**config.mk**
```make
export PLATFORM = sky130hd
export DESIGN_NAME = timeslot_arbiter
export DESIGN_NICKNAME = d
export VERILOG_FILES = /design/src/rtl/timeslot_arbiter.sv
export SDC_FILE = /design/constraint.sdc
export NUM_CORES = 1
export LEC_CHECK = 0
export ABC_CLOCK_PERIOD_IN_PS = 3650
export CAP_MARGIN = 10
export CORE_MARGIN = 2
export CORE_UTILIZATION = 25
export CTS_CLUSTER_SIZE = 28
export DETAILED_ROUTE_END_ITERATION = 10
export DONT_BUFFER_PORTS = 1
export PLACE_DENSITY = 0.39
export SKIP_LAST_GASP = 1
export SYNTH_ARGS = -nofsm -noshare
export SYNTH_HDL_FRONTEND = slang
export SYNTH_SLANG_ARGS = --single-unit
```
**constraint.sdc**
```tcl
create_clock -name clk -period 3.65 [get_ports clk]
set_input_delay 0.5475 -clock clk [delete_from_list [all_inputs] [get_ports clk]]
set_output_delay 0.5475 -clock clk [all_outputs]
set_load 0.05 [all_outputs]
```
**src/rtl/timeslot_arbiter.sv**
```systemverilog
// Two-requester time-slot arbiter: fixed-length slots separated by a one-cycle gap,
// round-robin on contention, shared registered datapath.
module timeslot_arbiter #(
  parameter logic [15:0] SLOT_LEN = 16'd8
) (
  input  logic        clk,
  input  logic        rst_n,
  input  logic [1:0]  req,
  input  logic [15:0] data0,
  input  logic [15:0] data1,
  output logic [1:0]  gnt,
  output logic [15:0] out,
  output logic [15:0] slot_timer,
  output logic        busy
);

  typedef enum logic [1:0] {
    IDLE  = 2'd0,
    SLOT0 = 2'd1,
    SLOT1 = 2'd2,
    GAP   = 2'd3
  } state_t;

  state_t      r_state;
  state_t      w_state_nxt;
  logic [1:0]  r_gnt;
  logic [1:0]  w_gnt_nxt;
  logic [15:0] r_out;
  logic [15:0] w_out_nxt;
  logic [15:0] r_timer;
  logic [15:0] w_timer_nxt;
  logic        r_last;
  logic        w_last_nxt;
  logic        w_enter;
  logic        w_win;
  logic        w_other;

  assign w_other = ~r_last;

  always_comb begin
    w_state_nxt = r_state;
    w_gnt_nxt   = r_gnt;
    w_out_nxt   = r_out;
    w_timer_nxt = r_timer;
    w_last_nxt  = r_last;
    w_enter     = 1'b0;
    w_win       = 1'b0;

    case (r_state)
      IDLE: begin
        w_gnt_nxt   = '0;
        w_out_nxt   = '0;
        w_timer_nxt = '0;
        case (req)
          2'b01:   begin w_enter = 1'b1; w_win = 1'b0;    end
          2'b10:   begin w_enter = 1'b1; w_win = 1'b1;    end
          2'b11:   begin w_enter = 1'b1; w_win = w_other; end
          default: ;
        endcase
      end
      SLOT0, SLOT1: begin
        w_out_nxt = (r_state == SLOT1) ? data1 : data0;
        if (r_timer != 16'd0) begin
          w_timer_nxt = r_timer - 16'd1;
        end else begin
          w_state_nxt = GAP;
          w_gnt_nxt   = '0;
          w_out_nxt   = '0;
          w_timer_nxt = '0;
        end
      end
      GAP: begin
        w_gnt_nxt   = '0;
        w_out_nxt   = '0;
        w_timer_nxt = '0;
        if (req[w_other]) begin
          w_enter = 1'b1;
          w_win   = w_other;
        end else if (req[r_last]) begin
          w_enter = 1'b1;
          w_win   = r_last;
        end else begin
          w_state_nxt = IDLE;
        end
      end
      default: begin
        w_state_nxt = IDLE;
        w_gnt_nxt   = '0;
        w_out_nxt   = '0;
        w_timer_nxt = '0;
      end
    endcase

    // Slot entry overrides the per-state defaults above; out starts at 0 so the
    // first slot cycle never shows stale or foreign data.
    if (w_enter) begin
      w_state_nxt = w_win ? SLOT1 : SLOT0;
      w_gnt_nxt   = w_win ? 2'b10 : 2'b01;
      w_out_nxt   = '0;
      w_timer_nxt = SLOT_LEN - 16'd1;
      w_last_nxt  = w_win;
    end
  end

  always_ff @(posedge clk or negedge rst_n) begin
    if (!rst_n) begin
      r_state <= IDLE;
      r_gnt   <= '0;
      r_out   <= '0;
      r_timer <= '0;
      r_last  <= 1'b1;
    end else begin
      r_state <= w_state_nxt;
      r_gnt   <= w_gnt_nxt;
      r_out   <= w_out_nxt;
      r_timer <= w_timer_nxt;
      r_last  <= w_last_nxt;
    end
  end

  assign gnt        = r_gnt;
  assign out        = r_out;
  assign slot_timer = r_timer;
  assign busy       = (r_state != IDLE);

endmodule

```
; Word level (Yosys, flattened, before mapping)
; Cells that the tools add are included.
[word_totals]
wordCells = 54
inputBits = 36
ff_bits = 37
out_inout_bits = 35
[op_classes]
magnitude_cmp = 2
add_sub_neg = 1
n_reduce_logical = 8
n_mux = 28
n_eq_ne = 9
bitwise_logic = 1
[op_table]
columns = op, count
row1 = 2-to-1 mux 16 bit, 5
row2 = case mux 16 bit (2 select lines), 2
row3 = nonzero test 16 bit, 1
row4 = "subtractor 16 x 1 -> 16 bit, second input constant", 1
row5 = 2-to-1 mux 2 bit, 7
row6 = 2-to-1 mux 1 bit, 9
row7 = "!= test 3 bit, second input constant", 3
row8 = "equality test 2 bit, second input constant", 4
row9 = case mux 2 bit (2 select lines), 2
row10 = case mux 1 bit (2 select lines), 3
row11 = "equality test 2 x 1 -> 1 bit, second input constant", 2
row12 = "< comparator 1 x 2 -> 1 bit, second input constant", 2
row13 = AND reduction 4 bit, 1
row14 = OR reduction 2 bit, 2
row15 = nonzero test 3 bit, 1
row16 = OR reduction 3 bit, 1
row17 = logical NOT 2 bit, 1
row18 = nonzero test 2 bit, 1
row19 = inverter 1 bit, 1

; Longest topological paths before layout
; Gate-level depths: netlist (run 1).
[logic_depth]
depth_word = 7
depth_mapped = 6
mapped_depth_nobuf = 6

; Worst setup path after synthesis (run 1)
; OpenSTA, ideal clock, no wires.
[synth_timing]
path_type = register to register
start = register r_timer[7], in the netlist slot_timer[7]
end = register r_state[0]
period_less_slack_ns = 1.892
setup_time_ns = 0.126
path_stages_with_launch = 5
required_time_ns = 3.524
path_buffers = 0
path_slack_ns = 1.758
arrival_ns = 1.766
cell_sequence = dfrtp_1 -> nor4_2 -> nand2_2 -> o31a_1 -> o32a_1
[synth_via]
elab_chain_len = 3
[synth_lines]
columns = item, line_no
row1 = start: declaration, 30  ; logic [15:0] r_timer;
row2 = start signal: assignment, 116  ; r_timer <= w_timer_nxt;
row3 = nonzero test 16 bit, 63  ; if (r_timer != 16'd0) begin
row4 = != test 3 bit (no line), n/a
row5 = AND reduction 4 bit (no line), n/a
row6 = end signal: assignment, 113  ; r_state <= w_state_nxt;
row7 = end: declaration, 24  ; state_t r_state;
; No other way between the ends.
; A chain may end at the register's enable or synchronous reset.

; Worst setup path after layout (run 1)
[layout_timing]
start = register r_timer[2], in the netlist slot_timer[2]
end = register r_out[13], in the netlist out[13]
[layout_via]
elab_chain_len = 4
[layout_lines]
columns = item, line_no
row1 = nonzero test 16 bit, 63
row2 = 2-to-1 mux 16 bit, 63
row3 = case mux 16 bit (2 select lines), 49  ; case (r_state)
row4 = 2-to-1 mux 16 bit, 96  ; if (w_enter) begin
row5 = named net w_out_nxt[13], 29  ; logic [15:0] w_out_nxt;
row6 = end signal: assignment, 115  ; r_out <= w_out_nxt;
row7 = end: declaration, 28  ; logic [15:0] r_out;
; The timed path passes the listed nets, and every way through them passes these cells.

==> summary.md, run 1 <==
| Metric | Value |
|---|---|
| Status | `complete, no violations` |
| Reg2reg path depth | `6` |
| Psw | `1.20 mW` |
| DR iter-0 viols | `48` |
| Die area | `7610 um^2` |
| First-pass GRT wire length | `6.00 mm` |
| CP max FO | `26` |
| I/O pin cnt | `71` |
| Post-synth EDFFs | `0` |
| GRT Residual Overflow | `0` |
| Synth Warn # | `0` |
| Comb pwr share | `37.5%` |
| Cts bufs inserted | `5` |
| Multi-input logic area | `767 um^2` |
| Die Ht | `87.2 um` |
| Period utilization | `61.0%` |
| CP Class | `flip-flop to flip-flop` |
| Tmin final | `2.23 ns` |
| CTS tree | `done` |
| FF+latch area | `927 um^2` |
| DR pass1 iterations | `4` |
| Final non-filler cell total | `246` |
| Top cell by count, worst path | `buf_4` |
| Clock tree buffer depth | `2` |
| RR Startpoint | `slot_timer[2]` |
| Crit path cell chain | `nor4_1 > buf_4 > nand2_1 > o31ai_4 > buf_4 > nor2_1` |
| Rel. slew slack | `39.5%` |
| Setup violators final | `0` |
| Worst-path clk slew | `0.08 ns` |
| DR vias/cell | `4.81` |
| Worst hold path type | `input port to async pin` |
| CTS-repair resized insts | `0` |
| Kind of end point of the critical path | `flip-flop` |
| Post-Syn Area | `1730 um^2` |
| Overall die width | `87.2 um` |
| Setup slack, reg-to-reg | `1.42 ns` |
| Finished Cell Area | `1960 um^2` |
| Critical path launch point | `slot_timer[2]` |
| Dpl cell area | `1830 um^2` |
| RSZ-0062 raised after global routing | `false` |
| Slowest cell on the critical path | `dfrtp_1` |
| CP startpoint kind | `flip-flop` |
| WL final | `3.73 mm` |
| Ys async rst share | `100%` |
| Rows | `30` |
| Fin Setup TNS | `0 ns` |
| R2R Path End | `out[13]` |
| Commonest register cell after synthesis | `dfrtp_1` |
| Max frequency | `0.449 GHz` |
| Std-Cell Core Area | `6760 um^2` |
| P_int | `1.11 mW` |
| Clock skew | `0.00471 ns` |
| VDD IR max | `350 uV` |
| Placed cell count | `237` |
| Post-synthesis sequential area ratio | `53.5%` |
| DRC Markers | `0` |
| WL/cell | `15.1 um` |
| Count of input and output buffers | `0` |
| Post-synthesis cell type count | `34` |
| Ant diodes | `0` |
| Worst skew pair latency | `0.29 ns` |
| Initial core utilization | `25.6%` |
| Seq pwr share | `46.9%` |
| Actual slew at the worst max-slew pin | `0.907 ns` |
| GRT Overall Usage | `10.6%` |
| Worst EP arrival | `2.40 ns` |
| Vias in the first global route | `1,237` |
| Clock network power share | `15.7%` |
| Layout cells sized above 1 | `10.2%` |
| Routed vias | `1,183` |
| Final Hold Vio Count | `0` |
| Largest net degree at the start of global routing | `37` |
| Syn Nets | `201` |
| Critical Path Max Stage Delay | `0.61 ns` |
| H-tree depth | `2` |
| Fill cell count | `705` |
| Cells after Synth | `161` |
| CP required | `3.82 ns` |
| PwrDens | `1180 nW/um^2` |
| Clock sinks | `37` |
| Placer congestion estimate | `0.816` |
| Clock Root Buffer | `clkbuf_8` |
| Pins Over Slew Limit | `0` |
| Sw frac | `52.0%` |
| DRT antenna net count | `0` |
| Synthesized area per cell | `10.8 um^2` |
| Net count, final | `205` |
| Initial antenna violation count | `0` |
| Leak pwr | `0.892 nW` |
| Max Cap Viol | `0` |
| Yosys reg bits | `37` |
| Hpwl dp | `2.75 mm` |
| Area delta synth->final | `13.4%` |
==> state kept, by name, indices dropped and copies added, names as in the netlist <==
signal	count
out	16
gnt	2
r_last	1
slot_timer	16
r_state	2
==> cells by family (layout without fill, tap and decap cells) <==
kind of cell	Yosys count	count (layout)	share of synthesized area [%]
AOI/OAI and AO/OA	18	18	7.37
xor gates and xnor gates	13	13	6.58
adders and majority gates	4	4	2.89
buffers and inverters	11	16	2.67
DFF	37	37	53.5
muxes	16	16	9.25
and+or+nand+nor	62	62	17.7
==> cells in the final DEF, fill, tap and decap left out, types with 3 or more instances in the layout <==
master,n
ha_1,4
nand2_1,7
xnor2_1,3
o21ai_0,7
a21o_1,3
xor2_1,10
inv_1,5
dfrtp_1,36
nor3_1,4
mux2i_1,16
nand4_1,4
nor2_1,33
clkbuf_8,5
==> per-stage QoR <==
stage | hold slack (ns) | util [%] | total power, mW | setup slack (ns)
after global routing | 0.0743 | 29.1 | 2.50 | 1.21
after floorplan | 0.252 | - | 1.75 | 1.76
after CTS | 0.0818 | 29.1 | 2.35 | 1.38
final | 0.0858 | 29.1 | 2.31 | 1.42
after detailed placement | 0.254 | 27.1 | 1.97 | 1.39
after global placement | 0.254 | 27.1 | 1.95 | 1.43
==> area by class of cell <==
cell class | count | share of cell area [%]
multi-input combinational | 113 | 39.1
timing repair buffer | 3 | 1.78
inverter | 5 | 0.956
sequential | 37 | 47.2
clock buffer | 5 | 3.51
tap | 80 | 5.10
clock inverter | 3 | 2.36
==> worst max-delay path: cells and delay by family, from the launching register on <==
kind / cells / cell delay, ns
AO/OA/AOI/OAI: 1 / 0.33
AND/OR/NAND/NOR: 3 / 0.59
buffers and inverters: 2 / 0.57
flip-flops: 1 / 0.61
==> worst max path at each step <==
stage / to / slack [ns] / depth (start not counted)
2_1_floorplan: r_state[0] / 1.76 / 4
6_report: out[13] / 1.42 / 6
3_3_place_gp: slot_timer[8] / 1.43 / 6
3_5_place_dp: out[3] / 1.39 / 6
5_1_grt: out[13] / 1.21 / 6
4_1_cts: slot_timer[7] / 1.38 / 6
==> power groups by stage <==
| stage | Combinational (mW) | Clock [mW] | Sequential (mW) |
|---|---|---|---|
| after global placement | 0.855 | 0 | 1.09 |
| after detailed placement | 0.882 | 0 | 1.09 |
| after global routing | 1.00 | 0.393 | 1.10 |
| after CTS | 0.891 | 0.376 | 1.09 |
| after floorplan | 0.699 | 0 | 1.06 |
| final | 0.865 | 0.361 | 1.08 |
==> Yosys cell counts, drive strengths merged, types with 2 or more instances <==
master | number | share of area [%]
o32a | 2 | 1.2
nand4 | 4 | 1.4
xnor2 | 3 | 1.5
a21o | 3 | 1.3
o21ai | 7 | 2.0
ha | 4 | 2.9
dfrtp | 36 | 52
nor2 | 33 | 7.2
nand2 | 8 | 1.9
nor3 | 4 | 1.2
buf | 4 | 1.2
inv | 5 | 1.1
nor4 | 3 | 2.3
nand3 | 2 | 0.58
mux2i | 16 | 9.2
and3 | 2 | 0.72
clkbuf | 2 | 0.43
xor2 | 10 | 5.1
==> timing repair <==
action	CTS	global route
buffers inserted	0	0
hold endpoints to repair	36	0
hold buffers	1	0
==> per-layer routing <==
layer	vias to the layer above	GRT usage [%]	part of all wire [%]
met4	0	4.20	1.6
met5	-	0	0
met2	62	17.1	47
met1	562	11.7	39
met3	6	5.97	13
li1	553	-	-
No activity file was read; power rests on OpenSTA's default activity.
==> run 2, diff against run 1 <==
--- a/config.mk
+++ b/config.mk
@@ -5,14 +5,14 @@
 export SDC_FILE = /design/constraint.sdc
 export NUM_CORES = 1
 export LEC_CHECK = 0
-export ABC_CLOCK_PERIOD_IN_PS = 3650
+export ABC_CLOCK_PERIOD_IN_PS = 1800
 export CAP_MARGIN = 10
 export CORE_MARGIN = 2
 export CORE_UTILIZATION = 25
 export CTS_CLUSTER_SIZE = 28
 export DETAILED_ROUTE_END_ITERATION = 10
 export DONT_BUFFER_PORTS = 1
-export PLACE_DENSITY = 0.39
+export PLACE_DENSITY = 0.41
 export SKIP_LAST_GASP = 1
 export SYNTH_ARGS = -nofsm -noshare
 export SYNTH_HDL_FRONTEND = slang
==> constraint.sdc (replaced) <==
create_clock -name clk -period 1.8 [get_ports clk]
set_input_delay 0.27 -clock clk [delete_from_list [all_inputs] [get_ports clk]]
set_output_delay 0.27 -clock clk [all_outputs]
set_load 0.05 [all_outputs]
==> summary.md, run 2 (synthesized netlist as in run 1, its figures left out) <==
| Metric | Value |
|---|---|
| Largest net degree at the start of global routing | `38 (+2.7%)` |
| Clock tree buffer depth | `2 (unchanged)` |
| Cts bufs inserted | `5 (unchanged)` |
| Hpwl dp | `3.01 mm (+9.4%)` |
| Place WS | `0.0144 ns (-1.38 ns)` |
| Die area | `7610 um^2 (unchanged)` |
| Max Cap Viol | `0 (unchanged)` |
| Finished Core Util | `32.5% (+3.4 points)` |
| DRC Markers | `0 (unchanged)` |
| Ant diodes | `0 (unchanged)` |
| WL final | `4.22 mm (+13%)` |
| Crit path cell chain | `nor4_4 > nand2_2 > o31a_1 > o32a_1` |
| Slowest cell on the critical path | `dfrtp_2` |
| WL/cell | `15.6 um (+2.7%)` |
| DR pass1 iterations | `4 (unchanged)` |
| Setup violators final | `0 (unchanged)` |
| GRT Overall Usage | `11.2% (+0.51 points)` |
| DRT antenna net count | `0 (unchanged)` |
| VDD IR max | `1140 uV (+230%)` |
| Clock skew | `0.00685 ns (+0.00214 ns)` |
| Dpl cell area | `2010 um^2 (+9.9%)` |
| Overall die width | `87.2 um (unchanged)` |
| Clock sinks | `37 (unchanged)` |
| CTS tree | `done` |
| GRT Residual Overflow | `0 (unchanged)` |
| Pins Over Slew Limit | `0 (unchanged)` |
| Commonest non-fill, non-tap cell in the layout | `nor2_1` |
| WHS | `0.146 ns (+0.0607 ns)` |
| Multi-input logic area | `782 um^2 (+2.0%)` |
| Std-Cell Core Area | `6760 um^2 (unchanged)` |
| Worst skew pair latency | `0.28 ns (about the same)` |
| Vias in the first global route | `1,357 (+9.7%)` |
| Worst-path clk slew | `0.07 ns (about the same)` |
| Die Ht | `87.2 um (unchanged)` |
| DR vias/cell | `4.86 (+1.1%)` |
| Tmin final | `1.73 ns (-0.494 ns)` |
| CP Class | `flip-flop to flip-flop` |
| Final worst slack | `0.0676 ns (-1.36 ns)` |
| Worst hold path type | `input port to flip-flop` |
| H-tree depth | `2 (unchanged)` |
| Placed cell count | `258 (+8.9%)` |
| Net count, final | `230 (+12%)` |
| CP Buf/Inv Count | `0 (-2)` |
| Critical Path Max Stage Delay | `0.43 ns (-0.18 ns)` |
| Layout cells sized above 1 | `26.7% (+16 points)` |
| Initial antenna violation count | `0 (unchanged)` |
| CP required | `1.96 ns (-1.86 ns)` |
| Area delta synth->final | `26.8%` |
| Count of input and output buffers | `0 (unchanged)` |
| Placer congestion estimate | `0.738 (-9.6%)` |
| FF+latch area | `938 um^2 (+1.2%)` |
| Leading cell types in the layout, fill and taps excluded | `nor2_1, dfrtp_1, buf_4` |
| Leak pwr | `1.02 nW (+15%)` |
| RSZ-0062 raised after global routing | `true` |
| I/O pin cnt | `71 (unchanged)` |
| Worst EP arrival | `1.89 ns (-0.51 ns)` |
| First-pass GRT wire length | `6.53 mm (+8.9%)` |
| Rows | `30 (unchanged)` |
| PwrDens | `2390 nW/um^2 (+100%)` |
| Kind of end point of the critical path | `flip-flop` |
| Final non-filler cell total | `271 (+10%)` |
| DR iter-0 viols | `15 (-69%)` |
| Rel. slew slack | `67.0% (+27 points)` |
| CP delay by family, top | `compound AO/OA/AOI/OAI gates` |
| Initial core utilization | `25.6% (unchanged)` |
| Actual slew at the worst max-slew pin | `0.495 ns (-0.412 ns)` |
| Final Hold Vio Count | `0 (unchanged)` |
| Max frequency | `0.577 GHz (+29%)` |
| Status | `complete, no violations` |
| Clock Root Buffer | `clkbuf_8` |
| CP max FO | `3 (-88%)` |
| Routed vias | `1,317 (+11%)` |
| Period utilization | `96.2% (+35 points)` |
| Fill cell count | `686 (-2.7%)` |
| Finished Cell Area | `2200 um^2 (+12%)` |
| CP startpoint kind | `flip-flop` |
## run 2: cell count changes in the layout (fill, tap and decap cells not counted), moves of 2 or more
cell	change
dfrtp_1	-9
clkbuf_8	+2
buf_4	+22
dfrtp_2	+9
## run 2: power breakdown
part / switching (mW) / total (mW) / internal [mW]
Combinational: 1.62 / 2.78 / 1.17
Clock: 0.282 / 0.628 / 0.346
Sequential: 0.696 / 1.84 / 1.14
Total: 2.59 / 5.25 / 2.66
## run 2: worst paths after layout
kind	slack [ns]	cells after the start	endpoint	startpoint
max in group asynchronous	1.09	2	r_last	rst_n
min in group asynchronous	0.45	2	slot_timer[14]	rst_n
setup / recovery	0.07	4	r_state[0]	slot_timer[13]
hold reg to reg	0.52	1	r_last	r_last
hold / removal	0.15	2	out[7]	data0[7]
setup reg to reg	0.07	4	r_state[0]	slot_timer[13]
## run 2: stage by stage
step / total power [mW] / setup TNS (ns)
finish: 5.25 / 0
global route: 5.65 / -0.00763
CTS: 5.05 / 0
detailed placement: 4.36 / 0
global placement: 4.28 / 0
floorplan: 3.57 / 0
## run 2: cell type report
type | instances | share of cell area (%)
sequential | 37 | 42.7
multi-input combinational | 113 | 35.6
timing repair buffer | 28 | 11.6
tap | 80 | 4.56
clock buffer | 7 | 4.39
inverter | 5 | 0.855
clock inverter | 1 | 0.228
## run 2: routing by layer
| metal | vias up | share of wire [%] | global-route usage (%) |
|---|---|---|---|
| li1 | 608 | - | - |
| met1 | 653 | 41 | 12.7 |
| met2 | 54 | 50 | 18.6 |
| met3 | 2 | 9.3 | 5.02 |
| met4 | 0 | 0.38 | 3.78 |
| met5 | - | 0 | 0 |
## run 2: what timing repair did
action	in CTS	in global routing
setup endpoints to repair	0	34
setup buffers	0	2
hold endpoints to repair	37	0
hold buffers	2	0
resized for setup	0	2
